File: src/rtl/exec_md_stage_if.sv
// Execute-stage bus: decode-side instruction/control inputs and writeback-side results.
// master = decode/writeback side, slave = exec_md_stage.
interface exec_md_stage_if #(
  parameter int XLEN = 32
);
  logic            stall_i;
  logic            flush_i;
  logic            in_valid;
  logic [XLEN-1:0] in_pc;
  logic [31:0]     in_inst;
  logic [4:0]      in_op;
  logic [XLEN-1:0] in_src1;
  logic [XLEN-1:0] in_src2;
  logic [4:0]      in_dest;
  logic            out_valid;
  logic [XLEN-1:0] out_pc;
  logic [31:0]     out_inst;
  logic [4:0]      out_dest;
  logic [XLEN-1:0] out_res;
  logic            busy_o;

  modport master (
    output stall_i, flush_i, in_valid, in_pc, in_inst, in_op, in_src1, in_src2, in_dest,
    input  out_valid, out_pc, out_inst, out_dest, out_res, busy_o
  );

  modport slave (
    input  stall_i, flush_i, in_valid, in_pc, in_inst, in_op, in_src1, in_src2, in_dest,
    output out_valid, out_pc, out_inst, out_dest, out_res, busy_o
  );
endinterface

File: src/rtl/exec_md_stage.sv
// Execute stage: stage register + single-cycle ALU + iterative RV32M/RV64M mul/div unit.
// Mul/div holds the stage busy for XLEN iterations and back-pressures decode via busy_o.
module exec_md_stage #(
  parameter int XLEN = 32,
  parameter int SHW  = $clog2(XLEN)
) (
  input logic            clk,
  input logic            rst,
  exec_md_stage_if.slave io
);
  localparam logic [4:0] OP_ADD = 5'd1,  OP_SUB = 5'd2,  OP_AND = 5'd3,  OP_OR = 5'd4;
  localparam logic [4:0] OP_XOR = 5'd5,  OP_LUI = 5'd6,  OP_SLT = 5'd7,  OP_SLTU = 5'd8;
  localparam logic [4:0] OP_SLL = 5'd9,  OP_SRL = 5'd10, OP_SRA = 5'd11;
  localparam logic [4:0] OP_MUL = 5'd12, OP_MULH = 5'd13, OP_MULHSU = 5'd14, OP_MULHU = 5'd15;
  localparam logic [4:0] OP_DIV = 5'd16, OP_DIVU = 5'd17, OP_REM = 5'd18, OP_REMU = 5'd19;
  localparam logic [SHW-1:0]  CNT_LAST = SHW'(XLEN - 1);
  localparam logic [XLEN-1:0] MOST_NEG = {1'b1, {(XLEN-1){1'b0}}};

  typedef enum logic [1:0] {IDLE, CALC, DONE} md_state_e;

  function automatic logic [XLEN-1:0] cond_neg(input logic neg, input logic [XLEN-1:0] v);
    return neg ? (~v + 1'b1) : v;
  endfunction

  function automatic logic [2*XLEN-1:0] cond_neg_w(input logic neg, input logic [2*XLEN-1:0] v);
    return neg ? (~v + 1'b1) : v;
  endfunction

  logic            vld_p0;
  logic [XLEN-1:0] pc_p0, src1_p0, src2_p0;
  logic [31:0]     inst_p0;
  logic [4:0]      op_p0, dest_p0;

  md_state_e       state_q, state_n;
  logic [SHW-1:0]  cnt_q, cnt_n;
  logic [XLEN-1:0] md_hi_p1, md_lo_p1, md_opd_p1;
  logic            md_neg1_p1, md_neg2_p1;

  logic is_alu, is_md, is_div, busy, cap, res_vld;
  assign is_alu = (op_p0 >= OP_ADD) && (op_p0 <= OP_SRA);
  assign is_md  = (op_p0 >= OP_MUL) && (op_p0 <= OP_REMU);
  assign is_div = (op_p0 >= OP_DIV);
  assign busy   = vld_p0 && is_md && (state_q != DONE);
  assign cap    = !io.stall_i && !busy;

  // ---- stage p0: instruction capture (flush wins over stall/busy)
  always_ff @(posedge clk or negedge rst) begin
    if (!rst)            vld_p0 <= 1'b0;
    else if (io.flush_i) vld_p0 <= 1'b0;
    else if (cap)        vld_p0 <= io.in_valid;
  end

  always_ff @(posedge clk) begin
    if (cap) begin
      pc_p0   <= io.in_pc;
      inst_p0 <= io.in_inst;
      op_p0   <= io.in_op;
      src1_p0 <= io.in_src1;
      src2_p0 <= io.in_src2;
      dest_p0 <= io.in_dest;
    end
  end

  logic signed [XLEN-1:0] s1_s, s2_s;
  logic [SHW-1:0]         shamt;
  logic [XLEN-1:0]        alu_res;
  assign s1_s  = src1_p0;
  assign s2_s  = src2_p0;
  assign shamt = src2_p0[SHW-1:0];

  always_comb begin
    alu_res = '0;
    case (op_p0)
      OP_ADD:  alu_res = src1_p0 + src2_p0;
      OP_SUB:  alu_res = src1_p0 - src2_p0;
      OP_AND:  alu_res = src1_p0 & src2_p0;
      OP_OR:   alu_res = src1_p0 | src2_p0;
      OP_XOR:  alu_res = src1_p0 ^ src2_p0;
      OP_LUI:  alu_res = src2_p0;
      OP_SLT:  alu_res = {{(XLEN-1){1'b0}}, s1_s < s2_s};
      OP_SLTU: alu_res = {{(XLEN-1){1'b0}}, src1_p0 < src2_p0};
      OP_SLL:  alu_res = src1_p0 << shamt;
      OP_SRL:  alu_res = src1_p0 >> shamt;
      OP_SRA:  alu_res = s1_s >>> shamt;
      default: alu_res = '0;
    endcase
  end

  // ---- stage p1: iterative mul/div FSM
  always_ff @(posedge clk or negedge rst) begin
    if (!rst) begin
      state_q <= IDLE;
      cnt_q   <= '0;
    end else begin
      state_q <= state_n;
      cnt_q   <= cnt_n;
    end
  end

  always_comb begin
    state_n = state_q;
    cnt_n   = cnt_q;
    case (state_q)
      IDLE: if (vld_p0 && is_md) begin
        state_n = CALC;
        cnt_n   = '0;
      end
      CALC: begin
        cnt_n = cnt_q + 1'b1;
        if (cnt_q == CNT_LAST) state_n = DONE;
      end
      DONE:    if (!io.stall_i) state_n = IDLE;
      default: state_n = IDLE;
    endcase
    if (io.flush_i) state_n = IDLE;
  end

  logic sgn1, sgn2;
  assign sgn1 = src1_p0[XLEN-1] && (op_p0 == OP_MUL || op_p0 == OP_MULH || op_p0 == OP_MULHSU ||
                                    op_p0 == OP_DIV || op_p0 == OP_REM);
  assign sgn2 = src2_p0[XLEN-1] && (op_p0 == OP_MUL || op_p0 == OP_MULH ||
                                    op_p0 == OP_DIV || op_p0 == OP_REM);

  // hi:lo is the product accumulator for multiply and remainder:quotient for divide
  logic [XLEN:0]   mul_sum, div_sh;
  logic [XLEN-1:0] div_diff, step_hi, step_lo;
  logic            div_ge;

  always_comb begin
    mul_sum  = {1'b0, md_hi_p1} + (md_lo_p1[0] ? {1'b0, md_opd_p1} : '0);
    div_sh   = {md_hi_p1, md_lo_p1[XLEN-1]};
    div_ge   = div_sh >= {1'b0, md_opd_p1};
    div_diff = div_sh[XLEN-1:0] - md_opd_p1;
    if (is_div) begin
      step_hi = div_ge ? div_diff : div_sh[XLEN-1:0];
      step_lo = {md_lo_p1[XLEN-2:0], div_ge};
    end else begin
      step_hi = mul_sum[XLEN:1];
      step_lo = {mul_sum[0], md_lo_p1[XLEN-1:1]};
    end
  end

  always_ff @(posedge clk) begin
    if (state_q == IDLE && vld_p0 && is_md) begin
      md_hi_p1   <= '0;
      md_lo_p1   <= is_div ? cond_neg(sgn1, src1_p0) : cond_neg(sgn2, src2_p0);
      md_opd_p1  <= is_div ? cond_neg(sgn2, src2_p0) : cond_neg(sgn1, src1_p0);
      md_neg1_p1 <= sgn1;
      md_neg2_p1 <= sgn2;
    end else if (state_q == CALC) begin
      md_hi_p1 <= step_hi;
      md_lo_p1 <= step_lo;
    end
  end

  // ---- result select: sign correction and RISC-V division corner cases
  logic [2*XLEN-1:0] prod;
  logic [XLEN-1:0]   quo, rem, md_res;
  logic              div_zero, div_ovf;

  always_comb begin
    prod     = cond_neg_w(md_neg1_p1 ^ md_neg2_p1, {md_hi_p1, md_lo_p1});
    quo      = cond_neg(md_neg1_p1 ^ md_neg2_p1, md_lo_p1);
    rem      = cond_neg(md_neg1_p1, md_hi_p1);
    div_zero = (src2_p0 == '0);
    div_ovf  = (op_p0 == OP_DIV || op_p0 == OP_REM) && (src1_p0 == MOST_NEG) && (src2_p0 == '1);
    md_res   = '0;
    case (op_p0)
      OP_MUL:                       md_res = prod[XLEN-1:0];
      OP_MULH, OP_MULHSU, OP_MULHU: md_res = prod[2*XLEN-1:XLEN];
      OP_DIV, OP_DIVU:              md_res = div_zero ? '1 : (div_ovf ? src1_p0 : quo);
      OP_REM, OP_REMU:              md_res = div_zero ? src1_p0 : (div_ovf ? '0 : rem);
      default:                      md_res = '0;
    endcase
  end

  assign res_vld     = vld_p0 && (is_alu || (is_md && state_q == DONE));
  assign io.out_valid = res_vld;
  assign io.busy_o    = busy;
  assign io.out_pc    = vld_p0 ? pc_p0 : '0;
  assign io.out_inst  = vld_p0 ? inst_p0 : '0;
  assign io.out_dest  = (vld_p0 && (is_alu || is_md)) ? dest_p0 : '0;
  assign io.out_res   = res_vld ? (is_md ? md_res : alu_res) : '0;
endmodule

File: src/flat_wrapper.sv
// flat-port wrapper written by rule: the top's interface ports become plain ports
module exec_md_stage_flat 
#(
  parameter int XLEN = 32,
  parameter int SHW  = $clog2(XLEN)
)
  (clk, rst, io_stall_i, io_flush_i, io_in_valid, io_in_pc, io_in_inst, io_in_op, io_in_src1, io_in_src2, io_in_dest, io_out_valid, io_out_pc, io_out_inst, io_out_dest, io_out_res, io_busy_o);
  exec_md_stage_if #(.XLEN(XLEN)) io_i ();
  input logic clk;
  input logic rst;
  input wire logic [$bits(io_i.stall_i)-1:0] io_stall_i;
  input wire logic [$bits(io_i.flush_i)-1:0] io_flush_i;
  input wire logic [$bits(io_i.in_valid)-1:0] io_in_valid;
  input wire logic [$bits(io_i.in_pc)-1:0] io_in_pc;
  input wire logic [$bits(io_i.in_inst)-1:0] io_in_inst;
  input wire logic [$bits(io_i.in_op)-1:0] io_in_op;
  input wire logic [$bits(io_i.in_src1)-1:0] io_in_src1;
  input wire logic [$bits(io_i.in_src2)-1:0] io_in_src2;
  input wire logic [$bits(io_i.in_dest)-1:0] io_in_dest;
  output wire logic [$bits(io_i.out_valid)-1:0] io_out_valid;
  output wire logic [$bits(io_i.out_pc)-1:0] io_out_pc;
  output wire logic [$bits(io_i.out_inst)-1:0] io_out_inst;
  output wire logic [$bits(io_i.out_dest)-1:0] io_out_dest;
  output wire logic [$bits(io_i.out_res)-1:0] io_out_res;
  output wire logic [$bits(io_i.busy_o)-1:0] io_busy_o;
  assign io_i.stall_i = io_stall_i;
  assign io_i.flush_i = io_flush_i;
  assign io_i.in_valid = io_in_valid;
  assign io_i.in_pc = io_in_pc;
  assign io_i.in_inst = io_in_inst;
  assign io_i.in_op = io_in_op;
  assign io_i.in_src1 = io_in_src1;
  assign io_i.in_src2 = io_in_src2;
  assign io_i.in_dest = io_in_dest;
  assign io_out_valid = io_i.out_valid;
  assign io_out_pc = io_i.out_pc;
  assign io_out_inst = io_i.out_inst;
  assign io_out_dest = io_i.out_dest;
  assign io_out_res = io_i.out_res;
  assign io_busy_o = io_i.busy_o;
  exec_md_stage #(.XLEN(XLEN), .SHW(SHW)) u_core (.clk(clk), .rst(rst), .io(io_i));
endmodule
File: config.mk
export PLATFORM = sky130hd
export DESIGN_NAME = exec_md_stage_flat
export DESIGN_NICKNAME = d
export VERILOG_FILES = /design/src/rtl/exec_md_stage_if.sv /design/src/rtl/exec_md_stage.sv /design/src/flat_wrapper.sv
export SDC_FILE = /design/constraint.sdc
export NUM_CORES = 1
export LEC_CHECK = 0
export CORE_ASPECT_RATIO = 0.8
export CORE_MARGIN = 2
export CORE_UTILIZATION = 35
export CTS_BUF_LIST = sky130_fd_sc_hd__clkbuf_16
export DETAILED_ROUTE_END_ITERATION = 12
export MAX_ROUTING_LAYER = met4
export PLACE_DENSITY_LB_ADDON = 0.25
export SKIP_LAST_GASP = 1
export SLEW_MARGIN = 0
export SYNTH_ARGS = -nofsm -noshare
export SYNTH_HDL_FRONTEND = slang
export SYNTH_SLANG_ARGS = --single-unit
File: constraint.sdc
create_clock -name clk -period 17.1 [get_ports clk]
set_input_delay 3.42 -clock clk [delete_from_list [all_inputs] [get_ports clk]]
set_output_delay 3.42 -clock clk [all_outputs]
set_load 0.01 [all_outputs]
==> summary.md <==
| Metric | Value |
|---|---|
| Worst R2R End | `u_core.md_lo_p1[8]$_DFFE_PP_` |
| Min-Delay Path Class | `flip-flop to flip-flop` |
| Async SR Flop Fraction | `0.03279` |
| Register-to-register setup slack | `~12000 ps` |
| Final core utilization | `0.4114` |
| Final wirelength | `123.3 mm` |
| Synth top area cells | `edfxtp_1 23%, ha_1 8.2%, nor2_1 5.1%` |
| Seq cells post-synth | `244` |
| Gpl congestion | `1.070` |
| R2R depth | `11` |
| Worst hold stages | `1` |
| Register area share after synthesis | `0.2604` |
| Clock Pin Slew Worst Setup and Hold Paths | `70 ps` |
| Crit path capture type | `output port` |
| Placed cells | `roughly 4400` |
| Die H | `251.3 um` |
| 1st-iter DRT viols | `4555` |
| H-tree levels | `1` |
| # DRC | `0` |
| Leading area contributor after synthesis | `edfxtp_1` |
| F_max | `between 90 and 100 MHz` |
| First-pass GRT wire length | `around 180 mm` |
| GR Overflow Total | `0` |
| Top cell type's share of synthesized area | `0.2290` |
| Starting Density | `0.3541` |
| Final worst path period share | `0.6056` |
| PwrDens | `90.58 nW/um2` |
| Total clock sinks | `244` |
| Fraction of layout cells with a size suffix above 1 | `0.07835` |
| TritonCTS buffer count | `29` |
| Synth cell types | `88` |
| CTS tree | `built` |
| Clock latency on the worst-skew pair | `between 600 and 700 ps` |
| Number of global-route vias before repair | `25818` |
| CP Launch Type | `flip-flop` |
| Arrival @ worst endpoint | `about 6900 ps` |
| Hold buffer count at cts | `0` |
| Clock skew | `24.18 ps` |
| IO Port Bufs | `about 250` |
| Pre-antenna DRT Iters | `7` |
| Die ar. | `roughly 79000 um2` |
| Net count, final | `between 3000 and 4000` |
| Most numerous cell in the Yosys netlist | `nor2_1` |
| Synth Instances | `between 3000 and 4000` |
| Top FF cell, synth | `edfxtp_1` |
| Total core area | `75560 um2` |
| Area of the mapped netlist | `26750 um2` |
| Peak supply drop | `between 0.07 and 0.08 mV` |
| Synth-to-layout area growth | `16.20%` |
| CP Max Fanout | `39` |
| Relative slew slack | `0.04219` |
| Hold Crit Start | `u_core.cnt_q[2]$_DFFE_PN0P_` |
| Critical path class | `flip-flop to output port` |
| Setup repair after global routing missed its margin | `false` |
| Dpl ws | `7869 ps` |
| Post-Layout Cell Count | `4430` |
| Die width | `roughly 310 um` |
| Ports | `246` |
| PostCTS Resize Cnt | `0` |
| Setup Buffers After CTS | `0` |
| Tmin final | `10360 ps` |
| Max Root-Sink Buffers | `3` |
| Initial antenna violation count | `7` |
| Maximum capacitance violations | `0` |
| Outcome | `finished clean` |
| Worst Setup Slack, final | `6744 ps` |
| Post-Route Setup TNS | `0 ps` |
| Design Area, Final | `~31000 um2` |
| Placed cell area | `30100 um2` |
| Hpwl dp | `94.13 mm` |
| Standard-cell rows | `90` |
| Hold Path End | `u_core.cnt_q[2]$_DFFE_PN0P_` |
| Via Count | `around 28000` |
| Synthesized area per cell | `8.132 um2` |
| Drt wl/cell | `27.82 um` |
| RR Startpoint | `u_core.op_p0[4]$_DFFE_PP_` |
| Number of flops mapped to enable cells by yosys | `204` |
| Largest net degree at the start of global routing | `roughly 70` |
| Syn_nets | `~3600` |
| Routed vias/inst | `~6.4` |
| Lkg Pwr | `0.01169 uW` |
| Top cells by instance count after synthesis | `364 x nor2_1, 250 x o21ai_0, 242 x a21oi_1, 233 x nand2_1, 220 x clkbuf_1` |
| Clock Tree Root | `clkbuf_16` |
| Worst Path Required | `13680 ps` |
| Antenna Nets Post-Route | `0` |
| Final setup fails | `0` |
| Total of warnings raised by yosys | `0` |
| Max Slew Vio Count | `0` |
| Final hold violation count | `0` |
| Slew @ Worst Pin | `1426 ps` |
| Total track usage | `0.3096` |
==> routing by layer <==
layer,share of wire,track usage
met1,0.44,0.4467
met2,0.39,0.4094
met3,0.13,0.09421
met4,0.034,0.08612
met5,0,-
==> kinds of logic (layout without fill, tap and decap cells) <==
logic type | Yosys count | count (layout) | share of synthesized area
compound gates | 1050 | 1050 | 0.2584
xor+xnor | 202 | 202 | 0.06613
fa+ha+maj | 179 | 179 | 0.08483
buf+inv | 407 | 525 | 0.05855
flops | 244 | 244 | 0.2604
mux | 144 | 144 | 0.08170
other cells | 0 | 10 | 0
simple gates | 1064 | 1064 | 0.1900
==> critical path, stage by stage, from the launching register on <==
cell	delay, ps
edfxtp_1	360
buf_4	310
inv_1	220
ha_1	190
or3b_2	490
nor4_1	1050
nand4_1	540
nor2_2	230
buf_4	310
or3_1	620
o22ai_1	140
a2111oi_0	1110
a211oi_1	160
clkdlybuf4s50_1	550
==> state kept, by name (all words and copies together), names as in the netlist <==
signal,flops
u_core.cnt_q,5
u_core.dest_p0,5
u_core.inst_p0,32
u_core.md_hi_p1,32
u_core.md_lo_p1,32
u_core.md_neg1_p1,1
u_core.md_neg2_p1,1
u_core.md_opd_p1,32
u_core.op_p0,5
u_core.pc_p0,32
u_core.s1_s,32
u_core.s2_s,32
u_core.state_q,2
u_core.vld_p0,1
==> layout make-up <==
cell class                      instances  area, um2
Inverter                              151      568.0
Multi-Input combinational cell       2639      18280
Clock inverter                         25      240.2
Clock buffer                           29      725.7
Timing Repair Buffer                  320       3015
Sequential cell                       244       6967
Tap cell                             1012       1266
Fill cell                            7760      44470
Antenna cell                           10      25.02
==> report_power, final <==
part	switching (uW)	leakage, uW	internal, uW
sequential	154	0.00232	715
clock	288	0.000496	370
combinational	783	0.00887	507
==> layout by cell type (no fill, tap or decap), types with 30 or more instances in the layout <==
cell and instances:
o31ai_1 35, nor4_1 37, inv_1 152, o211ai_1 30, a31oi_1 46, mux4_2 57, xnor2_1 130, edfxtp_1 204
nor2_1 358, and2_1 82, nor3_1 79, ha_1 175, a21o_1 57, a211oi_1 56, a21oi_1 241, a22oi_1 35
o21ai_0 248, xor2_1 70, clkdlybuf4s50_1 245, dfxtp_1 32, a221oi_1 59, or3_1 31, o22ai_1 35, nand3_1 57
nand4_1 42, nand2_1 233, mux2i_1 62, buf_4 75
==> through the flow <==
stage | total power (uW) | hold WS, ps
after floorplan | 1715 | 464.9
after CTS | 2785 | 511.4
after detailed placement | 2123 | 504.8
final | 2816 | 509.3
after global placement | 2123 | 509.8
after global routing | 2960 | 549.8
==> worst max-delay path by stage <==
stage,from,endpoint,cells after the start
final,u_core.s2_s[0]$_DFFE_PP_,io_out_res[18],13
after global routing,u_core.s2_s[0]$_DFFE_PP_,io_out_res[24],13
after CTS,u_core.s2_s[0]$_DFFE_PP_,io_out_res[25],13
after detailed placement,u_core.s2_s[0]$_DFFE_PP_,io_out_res[25],13
after global placement,u_core.s2_s[0]$_DFFE_PP_,io_out_res[24],13
after floorplan,io_stall_i,u_core.dest_p0[0]$_DFFE_PP_,1
(Power assumes the default switching activity.)
